===== config.mk =====
export PLATFORM = sky130hd
export DESIGN_NAME = p1p2_arbiter
export DESIGN_NICKNAME = d
export VERILOG_FILES = /design/src/rtl/p1p2_arb_pkg.sv /design/src/rtl/p1p2_arbiter.sv
export SDC_FILE = /design/constraint.sdc
export NUM_CORES = 1
export LEC_CHECK = 0
export ABC_CLOCK_PERIOD_IN_PS = 2400
export CORE_AREA = 4 4 41 43
export DETAILED_ROUTE_END_ITERATION = 10
export DIE_AREA = 0 0 45 47
export PLACE_DENSITY = 0.68
export SLEW_MARGIN = 40
export SYNTH_ARGS = -nofsm -noshare
export SYNTH_HDL_FRONTEND = slang
export SYNTH_SLANG_ARGS = --single-unit

===== constraint.sdc =====
create_clock -name clk -period 2.4 [get_ports clk]
set_clock_uncertainty 0.05 [all_clocks]
set_input_delay 0.24 -clock clk [delete_from_list [all_inputs] [get_ports clk]]
set_output_delay 0.24 -clock clk [all_outputs]
set_load 0.1 [all_outputs]

===== src/rtl/p1p2_arb_pkg.sv =====
// Shared types for the two-requester arbiter: state encoding, default hold limit,
// and the priority pick used whenever the resource is free.
package p1p2_arb_pkg;

  localparam int HOLD_MAX_DEF = 4;

  typedef enum logic [2:0] {
    S_IDLE = 3'd0,
    S_G1   = 3'd1,
    S_G2   = 3'd2,
    S_REL  = 3'd3,
    S_TMO  = 3'd4
  } state_t;

  // ptr=0 favours P1 on contention, ptr=1 favours P2
  function automatic state_t arb_pick(input logic p1, input logic p2, input logic ptr);
    state_t s;
    s = S_IDLE;
    if (p1 && !p2)      s = S_G1;
    else if (!p1 && p2) s = S_G2;
    else if (p1 && p2)  s = ptr ? S_G2 : S_G1;
    return s;
  endfunction

endpackage


===== src/rtl/p1p2_arbiter.sv =====
// Moore two-requester arbiter: round-robin on contention, forced release after
// HOLD_MAX grant cycles, one dead cycle (REL/TMO) between any two grants.
module p1p2_arbiter
  import p1p2_arb_pkg::*;
#(
  parameter int HOLD_MAX = HOLD_MAX_DEF,
  parameter int CNT_W    = 3
) (
  input  logic clk,
  input  logic reset,
  input  logic P1,
  input  logic P2,
  output logic g1,
  output logic g2,
  output logic z,
  output logic tmo
);

  localparam logic [CNT_W-1:0] CNT_LAST = CNT_W'(HOLD_MAX - 1);

  state_t           state, nxt;
  logic [CNT_W-1:0] hold_cnt;
  logic             ptr, nxt_ptr;

  always_comb begin
    nxt     = state;
    nxt_ptr = ptr;
    case (state)
      S_IDLE, S_REL, S_TMO: nxt = arb_pick(P1, P2, ptr);
      S_G1: begin
        if (!P1) begin
          nxt     = S_REL;
          nxt_ptr = 1'b1;
        end else if (hold_cnt == CNT_LAST) begin
          nxt     = S_TMO;
          nxt_ptr = 1'b1;
        end
      end
      S_G2: begin
        if (!P2) begin
          nxt     = S_REL;
          nxt_ptr = 1'b0;
        end else if (hold_cnt == CNT_LAST) begin
          nxt     = S_TMO;
          nxt_ptr = 1'b0;
        end
      end
      default: nxt = S_IDLE;
    endcase
  end

  // Outputs are registered from the next state so they always equal the decode of state.
  always_ff @(posedge clk) begin
    if (reset) begin
      state <= S_IDLE;
      ptr   <= 1'b0;
      g1    <= 1'b0;
      g2    <= 1'b0;
      z     <= 1'b0;
      tmo   <= 1'b0;
    end else begin
      state <= nxt;
      ptr   <= nxt_ptr;
      g1    <= (nxt == S_G1);
      g2    <= (nxt == S_G2);
      z     <= (nxt == S_G1) || (nxt == S_G2);
      tmo   <= (nxt == S_TMO);
    end
  end

  // A grant is always preceded by a non-grant state, so state != nxt marks entry.
  always_ff @(posedge clk) begin
    if (reset) begin
      hold_cnt <= '0;
    end else if (nxt == S_G1 || nxt == S_G2) begin
      if (nxt != state)              hold_cnt <= '0;
      else if (hold_cnt != CNT_LAST) hold_cnt <= hold_cnt + 1'b1;
    end
  end

endmodule


==> results.txt, run 1 <==
Status - finished clean
Hold-fix buffers, CTS - 0
Initial antenna violation count - 0
Clock power frac - 0.219
Hold WC Path Type - reg -> reg
RSZ-0062 raised after global routing - no
Critical-path maximum fanout - 5
P_leak - 0.000251 uW
Starting DRC count in detailed routing - 9
Largest cells by area after synthesis - dfxtp_1, nor2b_1, a22o_1
Measured slew at the worst slew-check pin - 369 ps
Root Driver - clkbuf_4
Yosys Warn Count - 0
Syn avg cell area - 9.63 um2
Gr usage total - 0.111
Crit Path Class - reg -> reg
PD cells - 882 nW/um2
Top_reg_cell synth - dfxtp_1
Die Wd - 45 um
Core ar. - 1300 um2
Clock transition at path regs - 70 ps
IO buf count - 7
Global route overflow - 0
Crit path time final - 1860 ps
Final wirelength - 955 um
Initial Utilization - 0.414
Flops & latches, synth - 11
Cell Int Power - 345 uW
Synth top cells by count - dfxtp_1, nor2b_1, inv_1, nand2b_1, a22o_1
# IOs - 8
Synth area leader - dfxtp_1
Post-DP Area - 614 um2
DRC Markers - 0
Number of synthesized flops with an enable pin - 0
Post-DP HPWL - 737 um
Multi-input gate area - 297 um2
Mapped Cells - 56
Number of global-route vias before repair - 388
Async SR Flop Fraction - 0
Seq/Total Area, Yosys - 0.408
# clock sinks - 11
Combinational power share - 0.392
CTS tree - yes
Switching power - 220 uW
Max Cap Viol - 0
Maximum clock path buffer count - 2
CTS buffer count - 3
Reg-to-reg slack, setup - 540 ps
Sequential share of power - 0.389
Startpoint types - flip-flop
Post-CTS setup buffer count - 0
First-pass GRT wire length - 1620 um
Fmax achieved - 0.536 GHz
Critical Path AT - 2010 ps
Total power - 565 uW
Post-Syn Area - 539 um2
Post-synthesis net count - 62
Resized cells post-CTS - 0
Filler Cell Count - 122
DR vias/cell - 5.10
Synth top area share - 0.408
Slew Viols, Final - 0
Worst-Skew Late Latency - 260 ps
Reg area - 220 um2
Critical Path End Type - flip-flop
Ant. Diodes - 0
# rows - 13
Most common cell in the synthesized netlist - dfxtp_1
Sw Ratio - 0.389
Setup Total Neg Slack - 0 ps
1st-pass router iterations - 3
Nets - 73
ANT nets after route - 0
Final worst-path cycle share - 0.777
CTS H-Tree Depth - 1
Largest net degree at the start of global routing - 14
Routability Congestion - 0.831
Worst EP required - 2550 ps
Share of layout cells above drive strength 1 - 0.212
Final setup viols - 0
Final hold viol count - 0
Slew headroom - 0.753
Detail-routed net length per standard cell - 11.8 um
Syn-to-layout area delta - 18.8%
DIE HEIGHT - 47 um
Total die area - 2120 um2
DR vias - 413
Library cells used by synthesis - 28
Design Area, Final - 641 um2
Maximum vdd drop - 0.464 mV
## state kept, by name, summed over array words and instances (netlist names)
register / cells
z: 1
state: 3
hold_cnt: 3
tmo: 1
g1: 1
g2: 1
ptr: 1
## metal layers
layer  routed length [um]  up-vias  GRT usage  share of wire
met5                    0        -          0              0
met4                   23        0      0.105          0.024
met3                   45        5     0.0383          0.047
met2                  436        8      0.147           0.46
met1                  450      180      0.138           0.47
li1                     -      220          -              -
## worst max-delay path, cell delays in order (launching register included)
cell	delay, ps
dfxtp_1	350
ha_1	160
ha_1	220
nand2_1	70
a22o_1	190
a32o_2	260
o31a_1	340
o22ai_2	170
## worst paths after layout
check,from,to,cells after the start
max,hold_cnt[0],hold_cnt[0],7
max reg2reg,hold_cnt[0],hold_cnt[0],7
min reg2reg,hold_cnt[1],hold_cnt[1],2
min,hold_cnt[1],hold_cnt[1],2
## placed cells by master (no fill, tap or decap), drive strengths merged
cell	count
a21oi	2
a22o	3
a32o	1
and2	1
and3	1
buf	4
clkbuf	4
clkdlybuf4s50	3
dfxtp	11
ha	2
inv	5
nand2	2
nand2b	4
nand3	1
nand3b	1
nand4b	1
nor2	1
nor2b	7
nor4	1
o211ai	1
o21ai	1
o22ai	1
o2bb2ai	1
o31a	1
o31ai	1
o32ai	2
or2	2
xor2	1
## power by group through the flow
stage	clock network [uW]	registers, uW	logic (uW)
6_report	124	220	221
5_1_grt	138	222	237
4_1_cts	125	220	223
3_5_place_dp	0	225	221
3_3_place_gp	0	224	222
2_1_floorplan	0	300	101
## metrics by stage
step	utilization	std cells	hold WS [ps]	setup WS, ps
after floorplan	-	56	269	693
after global placement	0.472	77	414	455
after detailed placement	0.472	77	427	445
after CTS	0.492	81	436	534
after global routing	0.492	81	470	442
final	0.492	81	435	536
## logic make-up (layout without fill, tap and decap cells)
group	after synthesis	count (layout)	synth area share
compound gates	14	14	0.213
xor+xnor	1	1	0.0302
fa+ha+maj	2	2	0.0464
buf+inv	6	16	0.0417
flops	11	11	0.408
simple gates	22	22	0.260
## cell type report
cell class / instances / share of cell area
multi-input combinational: 39 / 0.463
tap: 15 / 0.0293
clock buffer: 4 / 0.0410
inverter: 5 / 0.0293
timing repair buffer: 7 / 0.0938
sequential: 11 / 0.344
Power figures use the tool's default switching activity.
==> run 2: changes to the inputs <==
- ABC_CLOCK_PERIOD_IN_PS: 2400 -> 1700
- PLACE_DENSITY: 0.68 -> 0.7
- clock period: 2.4 -> 1.7 ns (I/O delays scaled with it)
==> run 2 against run 1 <==
Compared with the run above: the run now ends with negative setup slack left; maximum frequency grew 9.2%; global-route usage grew 1.1 points; clock-buffer cell count is the same; critical path type unchanged.
==> results.txt, run 2 (same netlist as run 1, synthesis figures left out) <==
Filler Cell Count - 123 (+0.82%)
PD cells - 1120 nW/um2 (+27%)
Min-delay src - ptr
Hold_ws - 474 ps (+39.6 ps)
Post-DP HPWL - 779 um (+5.6%)
Global routing usage on met1 - 0.159 (+0.0211)
Top flop regs - hold_cnt (3), state (3)
First-pass GRT wire length - 1870 um (+15%)
Worst path max stage delay - 360 ps (about the same)
Ant. Diodes - 0 (unchanged)
DR vias - 453 (+9.7%)
Die Wd - 45 um (unchanged)
Crit path launch - hold_cnt[0]
Max Cap Viol - 0 (unchanged)
Gr usage total - 0.122 (+0.0114)
Global route overflow - 0 (unchanged)
Largest net degree at the start of global routing - 14 (unchanged)
Maximum vdd drop - 0.846 mV (+82%)
Final worst setup slack - -6.68 ps (-543 ps)
Buffers & Inverters on Critical Path - 2 (+2)
DR vias/cell - 5.09 (-0.17%)
Final hold viol count - 0 (unchanged)
Startpoint types - flip-flop
Commonest non-fill, non-tap cell in the layout - buf_4
Nets - 81 (+11%)
Number of global-route vias before repair - 441 (+14%)
CTS buffer count - 3 (unchanged)
Critical-path maximum fanout - 3 (-2)
Syn-to-layout area delta - 39.4%
Root Driver - clkbuf_4
DIE HEIGHT - 47 um (unchanged)
Critical Path AT - 1820 ps (-190 ps)
Slowest CP cell - dfxtp_4
R2R Path Start - hold_cnt[0]
Design Area, Final - 752 um2 (+17%)
Worst-Skew Late Latency - 260 ps (about the same)
Crit-path cells - ha_4 -> ha_4 -> buf_4 -> buf_4 -> and3_1 -> o31a_1 -> o32ai_2
Share of layout cells above drive strength 1 - 0.419 (+0.207)
CTS H-Tree Depth - 1 (unchanged)
Detail-routed net length per standard cell - 12.7 um (+7.5%)
Failing checks - negative setup slack
Hold-fix buffers, CTS - 0 (unchanged)
Core ar. - 1300 um2 (unchanged)
Final wirelength - 1130 um (+18%)
ANT nets after route - 0 (unchanged)
DRC Markers - 0 (unchanged)
# rows - 13 (unchanged)
Hold WC Path Type - reg -> reg
Starting DRC count in detailed routing - 4 (-5)
Worst path top cell family by delay - compound AO/OA/AOI/OAI gates
Maximum clock path buffer count - 2 (unchanged)
Fmax achieved - 0.586 GHz (+9.2%)
Worst EP required - 1820 ps (-730 ps)
Commonest cells after routing, fill and taps aside - buf_4, dfxtp_1, nor2b_1
CTS tree - yes
Critical Path End Type - flip-flop
Initial antenna violation count - 0 (unchanged)
IO buf count - 7 (unchanged)
RSZ-0062 raised after global routing - yes
Crit Path Class - reg -> reg
# IOs - 8 (unchanged)
Measured slew at the worst slew-check pin - 445 ps (+75.9 ps)
Initial Utilization - 0.414 (unchanged)
Total die area - 2120 um2 (unchanged)
Final setup viols - 1 (+1)
Post-DP Area - 662 um2 (+7.7%)
# clock sinks - 11 (unchanged)
Slew Viols, Final - 0 (unchanged)
Final worst-path cycle share - 1.00 (+0.227)
Clock transition at path regs - 70 ps (about the same)
1st-pass router iterations - 3 (unchanged)
Routability Congestion - 0.824 (-0.83%)
Most Used Layer, Global Route - met2
GR Util met2 - 0.195 (+0.0480)
P_leak - 0.000296 uW (+18%)
Crit path time final - 1710 ps (-157 ps)
Met3 track demand over resource - 0.0268 (-0.0115)
Slew headroom - 0.702 (-0.0508)
Status - finished, violations left
==> run 2: changes by cell type in the layout (fill, tap and decap cells not counted), moves of 2 or more <==
cell / previous run / this run
buf_4: 4 / 12
ha_4: 0 / 2
nand2_1: 2 / 0
ha_1: 2 / 0
dfxtp_1: 11 / 9
nand2_2: 0 / 2
==> run 2: repair_timing <==
| action | in CTS | in global routing |
|---|---|---|
| setup buffers | 1 | 1 |
| pin swaps | 5 | 1 |
| endpoints found under the setup margin | 4 | 5 |
| gates resized for setup | 6 | 5 |
==> run 2: metal layers <==
layer  vias up  share of wire
met3         4          0.035
met2         8           0.46
li1        237              -
met1       204           0.48
met4         0          0.020
met5         -              0
==> run 2: metrics by stage <==
| step | util | setup slack [ps] | std cells | total power (uW) | setup TNS, ps |
|---|---|---|---|---|---|
| 2_1_floorplan | - | 1.23 | 56 | 567 | 0 |
| 3_3_place_gp | 0.509 | -130 | 83 | 647 | -392 |
| 3_5_place_dp | 0.509 | -143 | 83 | 648 | -456 |
| 4_1_cts | 0.560 | 4.52 | 88 | 838 | 0 |
| 5_1_grt | 0.578 | -80.4 | 89 | 890 | -289 |
| 6_report | 0.578 | -6.68 | 89 | 839 | -6.68 |
==> run 2: tightest hold or removal path: cells and delay by family, from the launching register on <==
kind,cells,cell delay [ps]
AOI/OAI and AO/OA,2,150
DFF,1,330
==> run 2: layout make-up <==
class,count,area (um2),share of cell area
multi-input cells,39,343,0.456
flip-flops and latches,11,225,0.300
repair buffers,15,120,0.160
clock buffers,4,26.3,0.0349
inverters,5,18.8,0.0250
well taps,15,18.8,0.0250
==> run 2: where the power goes <==
group          internal, uW  switching [uW]
clock                  90.4            79.2
combinational           133             217
sequential              293            26.7
==> run 2: path summary, 6_finish.rpt <==
check | endpoint | depth (start not counted) | slack [ps]
max | hold_cnt[1] | 7 | -7
min | ptr | 2 | 470
max reg2reg | hold_cnt[1] | 7 | -7
min reg2reg | ptr | 2 | 470
